--- config.mk ---
export PLATFORM = sky130hd
export DESIGN_NAME = wb_sram_bridge
export DESIGN_NICKNAME = d
export VERILOG_FILES = /design/src/rtl/wb_sram_bridge.sv
export SDC_FILE = /design/constraint.sdc
export NUM_CORES = 1
export LEC_CHECK = 0
export CAP_MARGIN = 20
export CORE_MARGIN = 1
export CORE_UTILIZATION = 30
export DETAILED_ROUTE_END_ITERATION = 8
export PLACE_DENSITY = 0.66
export SLEW_MARGIN = 20
export SYNTH_ARGS = -nofsm -noshare
export SYNTH_HDL_FRONTEND = slang
export SYNTH_SLANG_ARGS = --single-unit
--- constraint.sdc ---
create_clock -name wb_clk_i -period 5.2 [get_ports wb_clk_i]
set_clock_uncertainty 0.05 [all_clocks]
set_input_delay 1.04 -clock wb_clk_i [delete_from_list [all_inputs] [get_ports wb_clk_i]]
set_output_delay 1.04 -clock wb_clk_i [all_outputs]
set_load 0.01 [all_outputs]
--- src/rtl/wb_sram_bridge.sv ---
// Wishbone B4 classic slave to OpenRAM port 0; write ack 2 cycles, read ack 3 cycles after strobe, no wait-state backpressure beyond that.
// Optional `WBSRAM_WRITE_PROTECT_EN adds wp_i, which silently discards (but still acks) writes.
module wb_sram_bridge #(
  parameter logic [31:0] BASE_ADDR        = 32'h3000_0000,
  parameter int          ADDR_WIDTH_WORDS = 9
) (
  input  logic                        wb_clk_i,
  input  logic                        wb_rst_i,
  input  logic                        wbs_cyc_i,
  input  logic                        wbs_stb_i,
  input  logic                        wbs_we_i,
  input  logic [3:0]                  wbs_sel_i,
  input  logic [31:0]                 wbs_adr_i,
  input  logic [31:0]                 wbs_dat_i,
`ifdef WBSRAM_WRITE_PROTECT_EN
  input  logic                        wp_i,
`endif
  output logic                        wbs_ack_o,
  output logic [31:0]                 wbs_dat_o,
  output logic                        sram_clk0,
  output logic                        sram_csb0,
  output logic                        sram_web0,
  output logic [3:0]                  sram_wmask0,
  output logic [ADDR_WIDTH_WORDS-1:0] sram_addr0,
  output logic [31:0]                 sram_din0,
  input  logic [31:0]                 sram_dout0
);

  localparam int LSB = ADDR_WIDTH_WORDS + 2;

  typedef enum logic [1:0] {IDLE, MEM, RDATA, ACK} state_t;

  state_t                      r_state;
  logic                        r_csb;
  logic                        r_web;
  logic [3:0]                  r_wmask;
  logic [ADDR_WIDTH_WORDS-1:0] r_addr;
  logic [31:0]                 r_din;
  logic                        r_ack;
  logic [31:0]                 r_dat;

  logic w_hit;
  logic w_wp_block;

  assign w_hit = wbs_cyc_i & wbs_stb_i & (wbs_adr_i[31:LSB] == BASE_ADDR[31:LSB]);

`ifdef WBSRAM_WRITE_PROTECT_EN
  assign w_wp_block = wbs_we_i & wp_i;
`else
  assign w_wp_block = 1'b0;
`endif

  // Every macro pin comes straight from a flop; the Wishbone inputs only reach the SRAM through registers.
  always_ff @(posedge wb_clk_i) begin
    if (wb_rst_i) begin
      r_state <= IDLE;
      r_csb   <= 1'b1;
      r_web   <= 1'b1;
      r_wmask <= 4'b0000;
      r_addr  <= '0;
      r_din   <= 32'h0;
      r_ack   <= 1'b0;
      r_dat   <= 32'h0;
    end else begin
      case (r_state)
        IDLE: begin
          if (w_hit) begin
            r_csb   <= w_wp_block;
            r_web   <= ~wbs_we_i;
            r_addr  <= wbs_adr_i[LSB-1:2];
            r_din   <= wbs_dat_i;
            r_wmask <= wbs_we_i ? wbs_sel_i : 4'b0000;
            r_state <= MEM;
          end
        end
        MEM: begin
          r_csb <= 1'b1;
          r_web <= 1'b1;
          if (!r_web) begin
            r_ack   <= 1'b1;
            r_state <= ACK;
          end else begin
            r_state <= RDATA;
          end
        end
        RDATA: begin
          r_dat   <= sram_dout0;
          r_ack   <= 1'b1;
          r_state <= ACK;
        end
        ACK: begin
          // Bus deliberately not sampled here so a held strobe cannot re-issue.
          r_ack   <= 1'b0;
          r_state <= IDLE;
        end
        default: r_state <= IDLE;
      endcase
    end
  end

  assign sram_clk0   = wb_clk_i;
  assign sram_csb0   = r_csb;
  assign sram_web0   = r_web;
  assign sram_wmask0 = r_wmask;
  assign sram_addr0  = r_addr;
  assign sram_din0   = r_din;
  assign wbs_ack_o   = r_ack;
  assign wbs_dat_o   = r_dat;

endmodule

=== Word level (Yosys, flattened, before mapping) ===
Cells that the tools add are included.

* Flip-flop bits (word level): 82
* Memories: 0
* RAM bits: 0
* Bits in read-only memories: 0
* Bits of input ports: 105
* Latch bits: 0
* Logic and storage cells: 33
* Output and inout bits: 81

* Divide/modulo/power cells: 0
* Bitwise logic cells: 3
* Add/sub/neg operators: 0
* Multiplexer cells: 10
* $mul: 0
* Shift operators: 0
* Order comparisons: 0
* Eq/ne operators: 6
* Reductions and logical operators: 6

{| class="wikitable"
|+ Operator list
! cell !! count
|-
| 21-bit by 19-bit == test with 1-bit output, second input constant || 1
|-
| 2-bit case mux with 4 select lines || 1
|-
| 2-bit AND reduction || 3
|-
| 2-bit == test, second input constant || 2
|-
| 1-bit 2-to-1 mux || 4
|-
| 4-bit 2-to-1 mux || 1
|-
| 2-bit != test, second input constant || 2
|-
| 1-bit case mux with 2 select lines || 2
|-
| 1-bit case mux with 3 select lines || 1
|-
| 3-bit nonzero test || 1
|-
| 1-bit bitwise AND || 2
|-
| 2-bit by 1-bit == test with 1-bit output, second input constant || 1
|-
| 2-bit logical NOT || 1
|-
| 2-bit 2-to-1 mux || 1
|-
| 2-bit nonzero test || 1
|-
| 1-bit inverter || 1
|}

=== Depth between registers and ports, before layout ===
* Depth after elaboration: 4
* Mapped depth: 9
* Depth with buffers taken out: 6

==> impl_metrics.ini <==
[run_status]
status = finished clean

[critical_path]
path_common_cell = clkbuf_8
worstSetupPathType = clock port to output pin
cp.required_ns = 4.11
critPathLaunchType = clock port
slowest_stage = clkdlybuf4s50_1
cp_cell_sequence = clkbuf_8 -> clkbuf_8 -> clkdlybuf4s50_1
worstPathArrival_ns = 3.30
cp-end-kind = output pin
crit_fanout = 2
ff2ff_setup_slack_ns = 3.13
rr_worst_depth = 7
r2r-end = sram_wmask0[1]
reg2reg_from = r_state[0]
max_stage_delay_ns = 0.48

[timing]
fin_setup_tns_ns = 0
tightestPinTransition_ns = 1.00
drv_slew = 0
worst_slew_margin_rel_pct = 33.3
finalHoldViolations = 0
setup_viol = 0
rsz0062_at_grt = no

[finish]
area_growth_pct = 65.2
layout_common_cells = clkdlybuf4s50_1, dfxtp_1, a21oi_1
final_common_cell = clkdlybuf4s50_1
diodes = 0
drive_gt1_share_pct = 5.27
final_cells = 667
fin_nets = 637

[clock_tree]
clk_pin_slew_ns = 0.07
cts_tree = yes
postCtsResizedCells = 0
cts_hold_buf = 0
postCtsSetupBuffers = 0
insertion_delay_ns = 0.43

[drt]
first_iter_violations = 129
vias = 3304
antenna_left = 0
routed_wl_mm = 10.0
dr.pass1.iters = 4
wl_per_cell_um = 15.0
vias_per_cell = 4.95
drcViolationCount = 0

[grt]
grt_max_degree = 52
gr-total-overflow = 0
grt_pass1_wl_mm = 16.0
grt_usage_pct = 17.8
grt_pass1_vias = 3214
antenna_found_initial = 0

[logic_synthesis]
yosysUniqueCellTypes = 26
synth_area_um2 = 3260
syn_nets = 473
ys_ff_latch = 82
yosysSeqAreaShare_pct = 50.3
synthCells = 363
avgSynthCellArea_um2 = 8.99
synth_warnings = 0

[power]
peakVddDrop_mv = 0.133
switching_share_pct = 24.0
switchingPower_mw = 0.324
p_leak_nw = 1.78
pwr-share-seq_pct = 47.3
power_density_nw_per_um2 = 250
clock_power_share_pct = 39.8
pwr-share-comb_pct = 12.8
p_int_mw = 1.03

[placed_design]
placed_cells = 649
gp_congestion = 0.747
dpl.hpwl_mm = 6.79
io_buffers = 183

[worst_hold_path]
hold_path_end = sram_wmask0[2]
holdCritPathClass = register to register
hold_depth = 2
min_from = sram_wmask0[2]

[floorplan]
core_area_um2 = 10400
ios = 186
die_height_um = 106
initial_core_util_pct = 31.3
die_w_um = 106
num_rows = 37
die_area_um2 = 11300

[flow_run]
drv_cap = 0
==> flip-flops by register name, indices dropped and copies added, names as in the netlist <==
signal	flops
sram_din0	32
wbs_dat_o	32
sram_web0	1
r_state	2
sram_addr0	9
sram_csb0	1
wbs_ack_o	1
sram_wmask0	4
==> area by class of cell <==
type | count | area (um2)
Tap cell | 136 | 170
Clock inverter | 4 | 51.3
Timing Repair Buffer | 188 | 1860
Sequential cell | 82 | 1640
Multi-Input combinational cell | 238 | 1460
Inverter | 4 | 15.0
Fill cell | 977 | 5020
Clock buffer | 15 | 193
==> power groups by stage <==
stage | Sequential [mW] | Clock, mW | Combinational, mW
detailed placement | 0.654 | 0.0196 | 0.174
floorplan | 0.656 | 0.0158 | 0.0656
CTS | 0.640 | 0.558 | 0.175
finish | 0.639 | 0.538 | 0.173
global route | 0.640 | 0.585 | 0.187
global placement | 0.654 | 0.0196 | 0.172
==> synthesized netlist by cell type <==
| cell | n | area share [%] |
|---|---|---|
| dfxtp_1 | 82 | 50 |
| a21oi_1 | 50 | 7.7 |
| o21ai_0 | 46 | 7.1 |
| nand4_1 | 42 | 8.0 |
| nor2_1 | 36 | 4.1 |
| mux2i_1 | 33 | 10 |
| clkbuf_1 | 32 | 3.7 |
| ha_1 | 5 | 1.9 |
| or3_1 | 5 | 0.96 |
| buf_1 | 4 | 0.46 |
| inv_1 | 4 | 0.46 |
| nand2_1 | 4 | 0.46 |
| a211oi_1 | 2 | 0.46 |
| nand2b_1 | 2 | 0.38 |
| nor3_1 | 2 | 0.31 |
| nor4_1 | 2 | 0.38 |
| nor4bb_1 | 2 | 0.61 |
| or4_1 | 2 | 0.46 |
| a21o_1 | 1 | 0.23 |
| and4_1 | 1 | 0.27 |
| buf_2 | 1 | 0.15 |
| buf_4 | 1 | 0.23 |
| buf_6 | 1 | 0.34 |
| mux2_2 | 1 | 0.34 |
| nand3b_1 | 1 | 0.23 |
| or4_4 | 1 | 0.34 |
==> critical path, delay by kind of cell <==
family   cells  cell delay [ns]
buf+inv      3             0.71
==> routing by layer <==
| layer | vias to the layer above | part of all wire, % | global-route usage [%] |
|---|---|---|---|
| li1 | 1632 | - | - |
| met1 | 1542 | 42 | 21.6 |
| met2 | 107 | 49 | 29.8 |
| met3 | 23 | 5.8 | 3.68 |
| met4 | 0 | 2.6 | 8.33 |
| met5 | - | 0 | 0 |
==> worst max-delay path by stage <==
stage / start / endpoint / slack (ns) / depth (start not counted)
floorplan: wb_clk_i / sram_clk0 / 1.39 / 1
global placement: wb_clk_i / sram_clk0 / 1.06 / 1
detailed placement: wb_clk_i / sram_clk0 / 1.06 / 1
CTS: wb_clk_i / sram_clk0 / 0.81 / 3
global route: wb_clk_i / sram_clk0 / 0.81 / 3
finish: wb_clk_i / sram_clk0 / 0.81 / 3
==> cells by family (layout without fill, tap and decap cells) <==
kind of cell | after synthesis | after routing | share of synthesized area, %
DFF | 82 | 82 | 50.3
muxes | 34 | 34 | 10.5
adders and majority gates | 5 | 5 | 1.92
buffers and inverters | 43 | 211 | 5.33
AOI/OAI and AO/OA | 99 | 99 | 15.4
and+or+nand+nor | 100 | 100 | 16.6
==> stage by stage <==
stage / utilization, % / worst slack, ns / hold WS [ns] / total power, mW / instance area [um2]
6_report: 51.8 / 0.813 / 0.427 / 1.35 / 5390
5_1_grt: 51.8 / 0.807 / 0.453 / 1.41 / 5390
3_5_place_dp: 49.5 / 1.06 / 0.416 / 0.848 / 5160
4_1_cts: 51.8 / 0.805 / 0.427 / 1.37 / 5390
2_1_floorplan: - / 1.39 / 0.444 / 0.737 / 3260
3_3_place_gp: 49.5 / 1.06 / 0.406 / 0.846 / 5160
(Power assumes the default switching activity.)
==> variant 1, RTL diff (config.mk and constraints unchanged) <==
The 4 states of `state_t` get a one-hot encoding in 4 bits.
--- a/src/rtl/wb_sram_bridge.sv
+++ b/src/rtl/wb_sram_bridge.sv
@@ -29,5 +29,5 @@
   localparam int LSB = ADDR_WIDTH_WORDS + 2;
 
-  typedef enum logic [1:0] {IDLE, MEM, RDATA, ACK} state_t;
+  typedef enum logic [3:0] {IDLE = 4'b0001, MEM = 4'b0010, RDATA = 4'b0100, ACK = 4'b1000} state_t;
 
   state_t                      r_state;
Formal check against the unedited RTL: no difference found for any inputs over 10 cycles, from zero or initial values and one cycle with wb_rst_i high; not proved beyond that.
==> variant 1 against the original RTL <==
  * Area after synthesis fell by 0.27%
  * Sequential cell count is 2 higher
  * Wire length is 4.2% higher
  * Die area shrank 0.26%
  * Power down 4.4%
  * Synthesized cell count grew 8.3%
  * Setup slack got worse by 3.8 ps
  * Final area down 0.30%
  * Largest cell class unchanged
  * Largest power group unchanged
==> variant 1: results (changes against the original RTL) <==
| Metric | Value |
|---|---|
| P_sw | 281 µW (-13%) |
| GRT Util Overall | 18.2% (+0.42 points) |
| Clk_lat worst skew | 450 ps (+20 ps) |
| Max VDD drop | 250 µV (+88%) |
| Post-detail-place hpwl | 6890 µm (+1.5%) |
| Routability cong. | 0.789 (+5.6%) |
| # nets final | 659 (+3.5%) |
| Critical Path Max Stage Delay | around 470 ps |
| Critical-path maximum fanout | 2 (unchanged) |
| DRT Pass-1 Iters | 4 (unchanged) |
| Critical path launch point | wb_clk_i |
| Cell Count, Final, Fillers Out | 695 (+4.2%) |
| Top cells by count, synth | 84 x dfxtp_1, 77 x a21oi_1, 71 x nand2_1 |
| Hold Crit Depth | 2 (unchanged) |
| Pin count of the biggest net entering global routing | 53 (+1.9%) |
| Slew margin rel. | 38.5% (+5.2 points) |
| Post-cts gate resize count | 0 (unchanged) |
| Avg Cell Area, Syn | 8.28 µm² (-7.9%) |
| Crit-path leading delay family | buffers and inverters |
| Share of synthesized registers carrying an async set or reset | 0% (unchanged) |
| PortBufs | 183 (unchanged) |
| Vias in the first global route | 3294 (+2.5%) |
| Placed cell count | 676 (+4.2%) |
| Sequential cell area fraction in the yosys report | 51.7% (+1.4 points) |
| Slowest cell on the critical path | clkdlybuf4s50_1 |
| Hold Path Origin | wbs_dat_o[15] |
| Postcts setup bufs | 0 (unchanged) |
| WL final | 10400 µm (+4.2%) |
| Min-delay worst type | flop to flop |
| Status | finished clean |
| Clk slew on worst S/H paths | 90 ps (+20 ps) |
| Initial antenna violation count | 0 (unchanged) |
| YS warnings | 0 (unchanged) |
| Synth unique cells | 28 (+7.7%) |
| Filler Cells Inserted | 983 (+0.61%) |
| Post-Syn Nets | 498 (+5.3%) |
| Main synth FF type | dfxtp_1 |
| Cells on worst reg2reg path | 4 (-3) |
| Synth top area cells | dfxtp_1 52%, a21oi_1 12%, nand2_1 8.2%, nand4_1 7.9%, o21ai_0 7.2% |
| # diodes | 0 (unchanged) |
| DR iter-0 viols | 150 (+16%) |
| Critical R2R Launch | r_state[3] |
| Via/cell ratio | 5.04 (+1.7%) |
| Pre-CTS setup slack | 1060 ps (unchanged) |
| First-pass GRT wire length | 16200 µm (+1.2%) |
| Leak | 0.00172 µW (-2.9%) |
| CP arrival | 3300 ps (about the same) |
| Layout cells sized above 1 | 5.90% (+0.63 points) |
-- variant 1: logic make-up (layout without fill, tap and decap cells) --
logic type,count (synthesis),after routing,synth area share [%]
AOI/OAI and AO/OA,129,129,20.3
and+or+nand+nor,136,136,22.2
DFF,84,84,51.7
buffers and inverters,44,210,5.84
-- variant 1: per-stage QoR --
step	cell area, µm²	total power (µW)
floorplan	3260	686
global placement	5130	770
detailed placement	5130	770
CTS	5380	1310
global route	5380	1340
finish	5380	1290
-- variant 1: routing by layer --
metal  global-route usage, %  up-vias  routed length [µm]
li1                        -     1720                   -
met4                    8.93        0                 244
met5                       0        -                   0
met1                    22.8     1629                4430
met3                    4.97       22                 812
met2                    28.7      131                4930
-- variant 1: power by group through the flow --
stage,clock [µW],sequential (µW),combinational [µW]
global placement,19.6,658,92.5
global route,601,643,99.8
detailed placement,19.6,658,92.8
finish,556,643,93.3
CTS,577,643,93.6
floorplan,15.8,658,12.5
-- variant 1: final timing paths --
check,to,slack [ps]
max,sram_clk0,810
min,wbs_dat_o[15],410
max reg2reg,sram_wmask0[0],2810
min reg2reg,wbs_dat_o[15],410
-- variant 1: layout make-up --
class,instances,area (µm²),area share (%)
clock buffers,15,193,3.58
clock inverters,5,60.1,1.12
inverters,2,7.51,0.140
multi-input cells,265,1400,26.1
flip-flops and latches,84,1680,31.3
well taps,136,170,3.17
repair buffers,188,1860,34.6
-- variant 1: worst min-delay path, delay by kind of cell, from the launching register on --
kind	cells	cell delay (ps)
compound gates	1	50
simple gates	1	50
flops	1	320
==> variant 2, RTL diff (same flow settings) <==
Without the edit above. The parameter `ADDR_WIDTH_WORDS` goes from 9 to 10.
--- a/src/rtl/wb_sram_bridge.sv
+++ b/src/rtl/wb_sram_bridge.sv
@@ -3,5 +3,5 @@
 module wb_sram_bridge #(
   parameter logic [31:0] BASE_ADDR        = 32'h3000_0000,
-  parameter int          ADDR_WIDTH_WORDS = 9
+  parameter int          ADDR_WIDTH_WORDS = 10
 ) (
   input  logic                        wb_clk_i,
Ports: changed (resized sram_addr0); port bits go from 186 to 187. No check against the original RTL was run, so the function may have changed too.
==> variant 2 against the original RTL <==
  * Synthesized cell count up 1.7%
  * Sequential cell count is 1 higher
  * Wire length down 3.9%
  * Final area up 1.1%
  * Via count fell by 0.58%
  * Area after synthesis rose by 2.1%
  * Largest cell class unchanged
  * Critical endpoint unchanged
  * Setup slack gained 11 ps
  * Sequential share of layout area is essentially flat
Power is not compared: it rests on default switching activity, and its combinational part moved more than twofold at a synthesized area within 25%.
==> variant 2: results (changes against the original RTL) <==
| Metric | Value |
|---|---|
| Vias in the first global route | 3139 (-2.3%) |
| Post-cts gate resize count | 0 (unchanged) |
| Postcts setup bufs | 0 (unchanged) |
| Share of synthesized registers carrying an async set or reset | 0% (unchanged) |
| PortBufs | 184 (+0.55%) |
| Clk_lat worst skew | 440 ps |
| Max VDD drop | 151 µV |
| DRT Pass-1 Iters | 4 (unchanged) |
| Synth top area cells | dfxtp_1 50%, mux2i_1 9.9%, a21oi_1 7.2%, nand3_1 6.6%, o21ai_0 5.4% |
| Synth unique cells | 29 (+12%) |
| Critical R2R Launch | r_state[0] |
| Min-delay worst type | flop to flop |
| Critical path endpoint | sram_clk0 |
| Layout cells sized above 1 | 5.90% (+0.63 points) |
| Sequential cell area fraction in the yosys report | 49.8% (-0.46 points) |
| Worst-Margin Slew | 988 ps (-12.2 ps) |
| First-pass GRT wire length | 15100 µm (-6.0%) |
| # diodes | 0 (unchanged) |
| YS warnings | 0 (unchanged) |
| Slowest cell on the critical path | clkdlybuf4s50_1 |
| Routability cong. | 0.686 (-8.2%) |
| Leak | about 0.0018 µW |
| Post-detail-place hpwl | 6610 µm (-2.7%) |
| Cells on worst reg2reg path | 6 (-1) |
| R2R Setup Slk | 2950 ps (-180 ps) |
| Critical path launch point | wb_clk_i |
| Clk slew on worst S/H paths | 90 ps (+20 ps) |
| # nets final | 647 (+1.6%) |
| GRT Util Overall | 16.8% (-1.0 points) |
| CP arrival | 3290 ps (about the same) |
| Critical-path maximum fanout | 2 (unchanged) |
| Via/cell ratio | 4.82 (-2.8%) |
| Status | finished clean |
| Initial antenna violation count | 0 (unchanged) |
| DR iter-0 viols | 134 (+3.9%) |
| Pin count of the biggest net entering global routing | 60 (+15%) |
| R2R Path End | sram_wmask0[1] |
| WL per Instance | 14.1 µm (-6.1%) |
| Post-Syn Nets | 479 (+1.3%) |
| Critical Path Max Stage Delay | 460 ps (-20 ps) |
| Top cells by count, synth | 83 x dfxtp_1, 48 x a21oi_1, 44 x nand3_1 |
==> variant 2: cell count changes after synthesis, sizes merged, moves of 3 or more <==
cell,unedited run,this run
buf,7,16
clkbuf,32,19
nand3,0,44
nand4,42,6
or3,5,0
or4,3,0
==> variant 2: worst min path at each step <==
stage	depth (start not counted)	end	slack, ps	from
finish	2	sram_din0[29]	430	sram_din0[29]
global route	2	sram_addr0[4]	460	sram_addr0[4]
CTS	2	sram_din0[29]	430	sram_din0[29]
detailed placement	2	sram_din0[29]	410	sram_din0[29]
global placement	2	sram_din0[7]	410	sram_din0[7]
floorplan	2	r_state[1]	430	r_state[1]
==> variant 2: metal layers <==
metal	track usage, %	vias up	part of all wire (%)
met5	0	-	0
met4	6.95	0	1.1
met3	6.60	9	9.2
met2	28.8	120	49
met1	18.4	1523	40
li1	-	1633	-
==> variant 2: report_power, final <==
| part | switching (µW) | total [µW] | leakage (µW) | internal (µW) |
|---|---|---|---|---|
| clock | 248 | 582 | 0.000128 | 334 |
| sequential | 31.5 | 721 | 0.000670 | 689 |
| combinational | 190 | 437 | 0.00104 | 246 |
==> variant 2: final cells by class <==
cell class / count / area, µm²
flip-flops and latches: 83 / 1660
multi-input cells: 245 / 1460
clock buffers: 14 / 179
repair buffers: 188 / 1860
clock inverters: 6 / 88.8
well taps: 140 / 175
inverters: 6 / 22.5
fillers: 1042 / 5390
==> variant 2: logic make-up after synthesis <==
group | Yosys count | synth area share [%]
AND/OR/NAND/NOR | 106 | 16.2
AO/OA/AOI/OAI | 101 | 15.7
flip-flops | 83 | 49.8
buffers and inverters | 41 | 6.49
multiplexers | 33 | 9.91
adder cells (fa/ha/maj) | 5 | 1.88
==> variant 2: metrics by stage <==
stage	worst slack, ps	util [%]	std cells	area (µm²)	hold WS [ps]
finish	824	50.3	682	5450	426
global route	809	50.3	682	5450	456
CTS	817	50.3	682	5450	428
detailed placement	1060	47.9	663	5190	414
global placement	1060	47.9	663	5190	406
floorplan	1390	-	369	3330	433
==> variant 2: critical path: cells and delay by family <==
family   cells  cell delay (ps)
buf+inv      3              690
